File: src/rtl/de_pipe_pkg.sv
// de_pipe_pkg: shared ID/EX control word type, bubble value and field encodings.
// Used by the decode stage and by decode_execute_register.
package de_pipe_pkg;
  typedef enum logic [1:0] {FW_NONE = 2'b00, FW_NZ = 2'b01, FW_CV = 2'b10, FW_ALL = 2'b11} flag_write_e;
  typedef enum logic [1:0] {MD_WORD = 2'b00, MD_HALF = 2'b01, MD_BYTE = 2'b10, MD_VEC = 2'b11} mem_data_e;
  typedef struct packed {
    logic       pc_src;
    logic       reg_write;
    logic       reg_write_v;
    logic       mem_to_reg;
    logic       mem_write;
    logic [2:0] alu_control;
    logic       alu_sel;
    logic       branch;
    logic       alu_src;
    logic       mem_src;
    logic [1:0] flag_write;
    logic [1:0] mem_data;
  } ctrl_t;
  localparam ctrl_t CTRL_NOP = '0;
  function automatic logic has_side_effect(ctrl_t c);
    return c.pc_src | c.reg_write | c.reg_write_v | c.mem_write | c.branch | (|c.flag_write);
  endfunction
endpackage

File: src/rtl/decode_execute_register_if.sv
// decode_execute_register_if: ID/EX stage bus.
// Decode side: stall_e, flush_e, valid_d, ctrl_d, rd1_d, rd2_d, vd1_d, vd2_d, imm_d, wa_d.
// Execute side: valid_e, ctrl_e, rd1_e, rd2_e, vd1_e, vd2_e, imm_e, wa_e.
// master drives the decode side and observes the execute side; slave is the register.
interface decode_execute_register_if
  import de_pipe_pkg::*;
#(
  parameter int DATA_W = 32,
  parameter int VEC_W  = 128,
  parameter int RA_W   = 5
);
  logic              stall_e, flush_e, valid_d, valid_e;
  ctrl_t             ctrl_d, ctrl_e;
  logic [DATA_W-1:0] rd1_d, rd2_d, imm_d, rd1_e, rd2_e, imm_e;
  logic [VEC_W-1:0]  vd1_d, vd2_d, vd1_e, vd2_e;
  logic [RA_W-1:0]   wa_d, wa_e;
  modport master (
    output stall_e, flush_e, valid_d, ctrl_d, rd1_d, rd2_d, vd1_d, vd2_d, imm_d, wa_d,
    input  valid_e, ctrl_e, rd1_e, rd2_e, vd1_e, vd2_e, imm_e, wa_e
  );
  modport slave (
    input  stall_e, flush_e, valid_d, ctrl_d, rd1_d, rd2_d, vd1_d, vd2_d, imm_d, wa_d,
    output valid_e, ctrl_e, rd1_e, rd2_e, vd1_e, vd2_e, imm_e, wa_e
  );
endinterface

File: src/rtl/de_pipe_field.sv
// de_pipe_field: one pipeline register group with sync active-low reset, stall hold and flush.
// Ports: clk, rst_n, stall (hold), flush (load CLR), clr (load CLR instead of d), d, q.
// Reset and flush both load CLR; clr only matters on a normal load.
module de_pipe_field #(
  parameter int           W   = 8,
  parameter logic [W-1:0] CLR = '0
) (
  input  logic         clk,
  input  logic         rst_n,
  input  logic         stall,
  input  logic         flush,
  input  logic         clr,
  input  logic [W-1:0] d,
  output logic [W-1:0] q
);
  always_ff @(posedge clk)
    if (!rst_n || flush) q <= CLR;
    else if (!stall) q <= clr ? CLR : d;
endmodule

File: src/rtl/decode_execute_register.sv
// decode_execute_register: ID/EX pipeline register of the SIMD AES core.
// Ports: clk, rst_n (sync, active low), bus (decode_execute_register_if.slave),
//        stat_instr/stat_bubble/stat_stall (only when DE_REG_STATS_EN is defined).
// Priority per edge: reset > flush > stall > load. A load with valid_d=0 carries a
// NOP control word so a bubble can never write state downstream.
// Optional feature macro: DE_REG_STATS_EN (saturating instruction/bubble/stall counters).
module decode_execute_register
  import de_pipe_pkg::*;
#(
  parameter int DATA_W = 32,
  parameter int VEC_W  = 128,
  parameter int RA_W   = 5
`ifdef DE_REG_STATS_EN
  , parameter int CNT_W = 32
`endif
) (
  input  logic clk,
  input  logic rst_n,
`ifdef DE_REG_STATS_EN
  output logic [CNT_W-1:0] stat_instr,
  output logic [CNT_W-1:0] stat_bubble,
  output logic [CNT_W-1:0] stat_stall,
`endif
  decode_execute_register_if.slave bus
);
  logic                valid_q;
  ctrl_t               ctrl_q;
  logic [3*DATA_W-1:0] scalar_q;
  logic [2*VEC_W-1:0]  vector_q;
  logic [RA_W-1:0]     addr_q;
  always_ff @(posedge clk)
    if (!rst_n || bus.flush_e) valid_q <= 1'b0;
    else if (!bus.stall_e) valid_q <= bus.valid_d;
  de_pipe_field #(.W($bits(ctrl_t)), .CLR(CTRL_NOP)) u_ctrl (
    .clk(clk), .rst_n(rst_n), .stall(bus.stall_e), .flush(bus.flush_e),
    .clr(!bus.valid_d), .d(bus.ctrl_d), .q(ctrl_q)
  );
  de_pipe_field #(.W(3*DATA_W)) u_scalar (
    .clk(clk), .rst_n(rst_n), .stall(bus.stall_e), .flush(bus.flush_e),
    .clr(1'b0), .d({bus.rd1_d, bus.rd2_d, bus.imm_d}), .q(scalar_q)
  );
  de_pipe_field #(.W(2*VEC_W)) u_vector (
    .clk(clk), .rst_n(rst_n), .stall(bus.stall_e), .flush(bus.flush_e),
    .clr(1'b0), .d({bus.vd1_d, bus.vd2_d}), .q(vector_q)
  );
  de_pipe_field #(.W(RA_W)) u_addr (
    .clk(clk), .rst_n(rst_n), .stall(bus.stall_e), .flush(bus.flush_e),
    .clr(1'b0), .d(bus.wa_d), .q(addr_q)
  );
  assign bus.valid_e = valid_q;
  assign bus.ctrl_e  = ctrl_q;
  assign {bus.rd1_e, bus.rd2_e, bus.imm_e} = scalar_q;
  assign {bus.vd1_e, bus.vd2_e} = vector_q;
  assign bus.wa_e = addr_q;
`ifdef DE_REG_STATS_EN
  logic load, bubble, held;
  assign load   = !bus.flush_e && !bus.stall_e;
  assign bubble = bus.flush_e || (load && !bus.valid_d);
  assign held   = bus.stall_e && !bus.flush_e;
  always_ff @(posedge clk)
    if (!rst_n) begin
      stat_instr  <= '0;
      stat_bubble <= '0;
      stat_stall  <= '0;
    end else begin
      if (load && bus.valid_d && !(&stat_instr)) stat_instr <= stat_instr + 1'b1;
      if (bubble && !(&stat_bubble)) stat_bubble <= stat_bubble + 1'b1;
      if (held && !(&stat_stall)) stat_stall <= stat_stall + 1'b1;
    end
`endif
endmodule

File: src/flat_wrapper.sv
// flat-port wrapper written by rule: the top's interface ports become plain ports
module decode_execute_register_flat import de_pipe_pkg::*;
#(
  parameter int DATA_W = 32,
  parameter int VEC_W  = 128,
  parameter int RA_W   = 5

)
  (clk, rst_n, bus_stall_e, bus_flush_e, bus_valid_d, bus_ctrl_d, bus_rd1_d, bus_rd2_d, bus_vd1_d, bus_vd2_d, bus_imm_d, bus_wa_d, bus_valid_e, bus_ctrl_e, bus_rd1_e, bus_rd2_e, bus_vd1_e, bus_vd2_e, bus_imm_e, bus_wa_e);
  decode_execute_register_if #(.DATA_W(DATA_W), .VEC_W(VEC_W), .RA_W(RA_W)) bus_i ();
  input  logic clk;
  input  logic rst_n;
  input wire logic [$bits(bus_i.stall_e)-1:0] bus_stall_e;
  input wire logic [$bits(bus_i.flush_e)-1:0] bus_flush_e;
  input wire logic [$bits(bus_i.valid_d)-1:0] bus_valid_d;
  input wire logic [$bits(bus_i.ctrl_d)-1:0] bus_ctrl_d;
  input wire logic [$bits(bus_i.rd1_d)-1:0] bus_rd1_d;
  input wire logic [$bits(bus_i.rd2_d)-1:0] bus_rd2_d;
  input wire logic [$bits(bus_i.vd1_d)-1:0] bus_vd1_d;
  input wire logic [$bits(bus_i.vd2_d)-1:0] bus_vd2_d;
  input wire logic [$bits(bus_i.imm_d)-1:0] bus_imm_d;
  input wire logic [$bits(bus_i.wa_d)-1:0] bus_wa_d;
  output wire logic [$bits(bus_i.valid_e)-1:0] bus_valid_e;
  output wire logic [$bits(bus_i.ctrl_e)-1:0] bus_ctrl_e;
  output wire logic [$bits(bus_i.rd1_e)-1:0] bus_rd1_e;
  output wire logic [$bits(bus_i.rd2_e)-1:0] bus_rd2_e;
  output wire logic [$bits(bus_i.vd1_e)-1:0] bus_vd1_e;
  output wire logic [$bits(bus_i.vd2_e)-1:0] bus_vd2_e;
  output wire logic [$bits(bus_i.imm_e)-1:0] bus_imm_e;
  output wire logic [$bits(bus_i.wa_e)-1:0] bus_wa_e;
  assign bus_i.stall_e = bus_stall_e;
  assign bus_i.flush_e = bus_flush_e;
  assign bus_i.valid_d = bus_valid_d;
  assign bus_i.ctrl_d = bus_ctrl_d;
  assign bus_i.rd1_d = bus_rd1_d;
  assign bus_i.rd2_d = bus_rd2_d;
  assign bus_i.vd1_d = bus_vd1_d;
  assign bus_i.vd2_d = bus_vd2_d;
  assign bus_i.imm_d = bus_imm_d;
  assign bus_i.wa_d = bus_wa_d;
  assign bus_valid_e = bus_i.valid_e;
  assign bus_ctrl_e = bus_i.ctrl_e;
  assign bus_rd1_e = bus_i.rd1_e;
  assign bus_rd2_e = bus_i.rd2_e;
  assign bus_vd1_e = bus_i.vd1_e;
  assign bus_vd2_e = bus_i.vd2_e;
  assign bus_imm_e = bus_i.imm_e;
  assign bus_wa_e = bus_i.wa_e;
  decode_execute_register #(.DATA_W(DATA_W), .VEC_W(VEC_W), .RA_W(RA_W)) u_core (.clk(clk), .rst_n(rst_n), .bus(bus_i));
endmodule
File: config.mk
export PLATFORM = sky130hd
export DESIGN_NAME = decode_execute_register_flat
export DESIGN_NICKNAME = d
export VERILOG_FILES = /design/src/rtl/de_pipe_pkg.sv /design/src/rtl/decode_execute_register_if.sv /design/src/rtl/de_pipe_field.sv /design/src/rtl/decode_execute_register.sv /design/src/flat_wrapper.sv
export SDC_FILE = /design/constraint.sdc
export NUM_CORES = 1
export LEC_CHECK = 0
export ABC_AREA = 1
export CAP_MARGIN = 0
export CORE_AREA = 2 2 290 292
export CTS_CLUSTER_DIAMETER = 200
export DETAILED_ROUTE_END_ITERATION = 10
export DIE_AREA = 0 0 292 294
export PLACE_DENSITY = 0.5
export SLEW_MARGIN = 10
export SYNTH_ARGS = -nofsm -noshare
export SYNTH_HDL_FRONTEND = slang
export SYNTH_SLANG_ARGS = --single-unit
File: constraint.sdc
create_clock -name clk -period 2.2 [get_ports clk]
set_input_delay 0.44 -clock clk [delete_from_list [all_inputs] [get_ports clk]]
set_output_delay 0.44 -clock clk [all_outputs]
set_load 0.03 [all_outputs]
==> metrics.yaml <==
grt_use_total_pct: 12.1
io_buffers: 751
root_buffer: "clkbuf_16"
path_buf_inv: 1
syn_area_um2: 13000
period_minus_slack_ps: 2120
slew-limit-headroom_pct: 48.8
vias: 13200
finalCritPeriodShare_pct: 96.3
placed_cells: 3381
drt-pass1-iter-count: 4
layout.nets: 2726
crit_arrival_ps: 1680
fp.dieH_um: 294
r2r_cells: 2
first_global_vias: 13100
via_per_inst: 3.81
worst_pin_slew_ps: 768
vdd_drop_max_uv: 489
drt-wirelength-per-cell_um: 16.0
coreArea_um2: 82900
cts_buffer_depth: 3
hold_path.class: "input pin to register"
grt_max_degree: 127
ant_nets: 0
cts.sink_count: 374
yosysTopAreaCell: "dfxtp_1"
hold_buffers: 0
routabilityCongestion: 0.780
initialDrtViolationCount: 499
setup_ws_ps: 81.3
cp_max_fo: 2
powerDensity_nw_per_um2: 722
yosysTopAreaCellShare_pct: 57.4
dp_hpwl_mm: 40.7
synth.avg_cell_area_um2: 8.03
p_leak_nw: 8.29
clk_pin_slew_ps: 60
drive_gt1_share_pct: 4.68
syn_inst: 1625
final_cells: 3454
crit_type: "register to output port"
rows: 106
synth_cell_types: 11
cts_buffers: 45
netlist_top_cells_area: "dfxtp_1 (57%), nand2_1 (21%), a21oi_1 (14%)"
crit_path_cell_trace: "clkdlybuf4s50_1"
max_freq_mhz: 472
fin_skew_ps: 0
path_depth: 1
drv_cap: 0
clk_latency_ps: 560
wirelength_mm: 55.1
die-width_um: 292
syn_nets: 2003
critPathCaptureType: "output port"
start_util_pct: 15.7
maxSlewViolCount: 0
htree_levels: 2
final-setup-viol-count: 0
utilization_pct: 27.9
antenna_found_initial: 1
gr-total-overflow: 0
drcViolationCount: 0
crit_slowest_cell: "clkdlybuf4s50_1"
timing.setup.tns_ps: 0
holdWs_ps: 220
cp-start-kind: "register"
ys_seq_area_share_pct: 57.4
fillerInstances: 8974
rsz0062_at_grt: "no"
num_io_pins: 752
crit_required_ps: 1760
max_stage_delay_ps: 720
dp_slack_ps: 220
die_area_um2: 85800
syn_to_final_growth_pct: 77.2
critical_path.top_delay_family: "buffers and inverters"
hold_depth: 3
status: "complete, no violations"
ys_seq_elements: 374
yosysWarnings: 0
cts_tree: "built"
grt_pass1_wl_mm: 81.0
finalHoldViolations: 0
cell type report:
class | instances | area (um^2) | share of cell area (%)
antenna | 1 | 2.50 | 0.0108
clock buffer | 70 | 1340 | 5.81
clock inverter | 2 | 38.8 | 0.168
inverter | 2 | 20.0 | 0.0866
multi-input combinational | 1123 | 4710 | 20.4
sequential | 374 | 7490 | 32.4
tap | 1080 | 1350 | 5.84
timing repair buffer | 802 | 8170 | 35.3
cells in the final DEF (no fill, tap or decap), drive strengths merged:
cell type      synthesis  final
bufinv                 0      1
dfxtp                374    374
clkbuf                25     70
a21oi                374    374
clkinv                 1      1
dlygate4sd2            0      2
diode                  0      1
dlymetal6s2s           0      1
inv                    1      2
nand3                 16     16
clkdlybuf4s50          0    747
nand2                733    733
buf                  101     52
sequential cells by signal, summed over array words and instances, names as in the netlist:
| name | flops |
|---|---|
| u_core.u_scalar.q | 96 |
| u_core.u_ctrl.q | 16 |
| u_core.bus.valid_e | 1 |
| u_core.u_vector.q | 256 |
| u_core.u_addr.q | 5 |
power breakdown:
group,internal (W),switching [W],total (W),leakage (nW)
Clock,0.00426,0.00294,0.00719,0.673
Combinational,0.00119,0.00121,0.00240,4.57
Sequential,0.00699,0.000107,0.00710,3.05
synth_stat cells (all sizes together):
cell type / number
nand2: 733
inv: 1
a21oi: 374
nand3: 16
dfxtp: 374
clkbuf: 25
clkinv: 1
buf: 101
logic make-up after synthesis:
family                 synth area share, %
DFF                                   57.4
and+or+nand+nor                       21.7
AOI/OAI and AO/OA                     14.3
buffers and inverters                 6.58
worst paths after layout:
path	start	to	slack (ps)
max	u_core.u_vector.q[1]	bus_vd2_e[1]	80
min	bus_stall_e	u_core.u_vector.q[130]	220
max reg2reg	u_core.u_addr.q[4]	u_core.u_addr.q[4]	1430
min reg2reg	u_core.u_vector.q[210]	u_core.u_vector.q[210]	460
metal layers:
layer | up-vias | global-route usage [%] | routed length, um
met1 | 5959 | 13.7 | 22300
met5 | - | 0 | 13
li1 | 6652 | - | -
met3 | 77 | 4.44 | 4810
met4 | 2 | 3.43 | 1300
met2 | 472 | 21.3 | 26700
per-stage QoR:
| step | area, um^2 | power [W] |
|---|---|---|
| final | 23100 | 0.0167 |
| after global routing | 23100 | 0.0174 |
| after CTS | 23100 | 0.0170 |
| after detailed placement | 21700 | 0.00967 |
| after global placement | 21700 | 0.00967 |
| after floorplan | 13000 | 0.00828 |
repair_timing:
| action | in CTS | in global routing |
|---|---|---|
| endpoints found under the setup margin | 2 | 1 |
| resized for setup | 2 | 1 |
| buffers inserted | 0 | 0 |
Note: power is estimated with default switching activity, not from simulation.
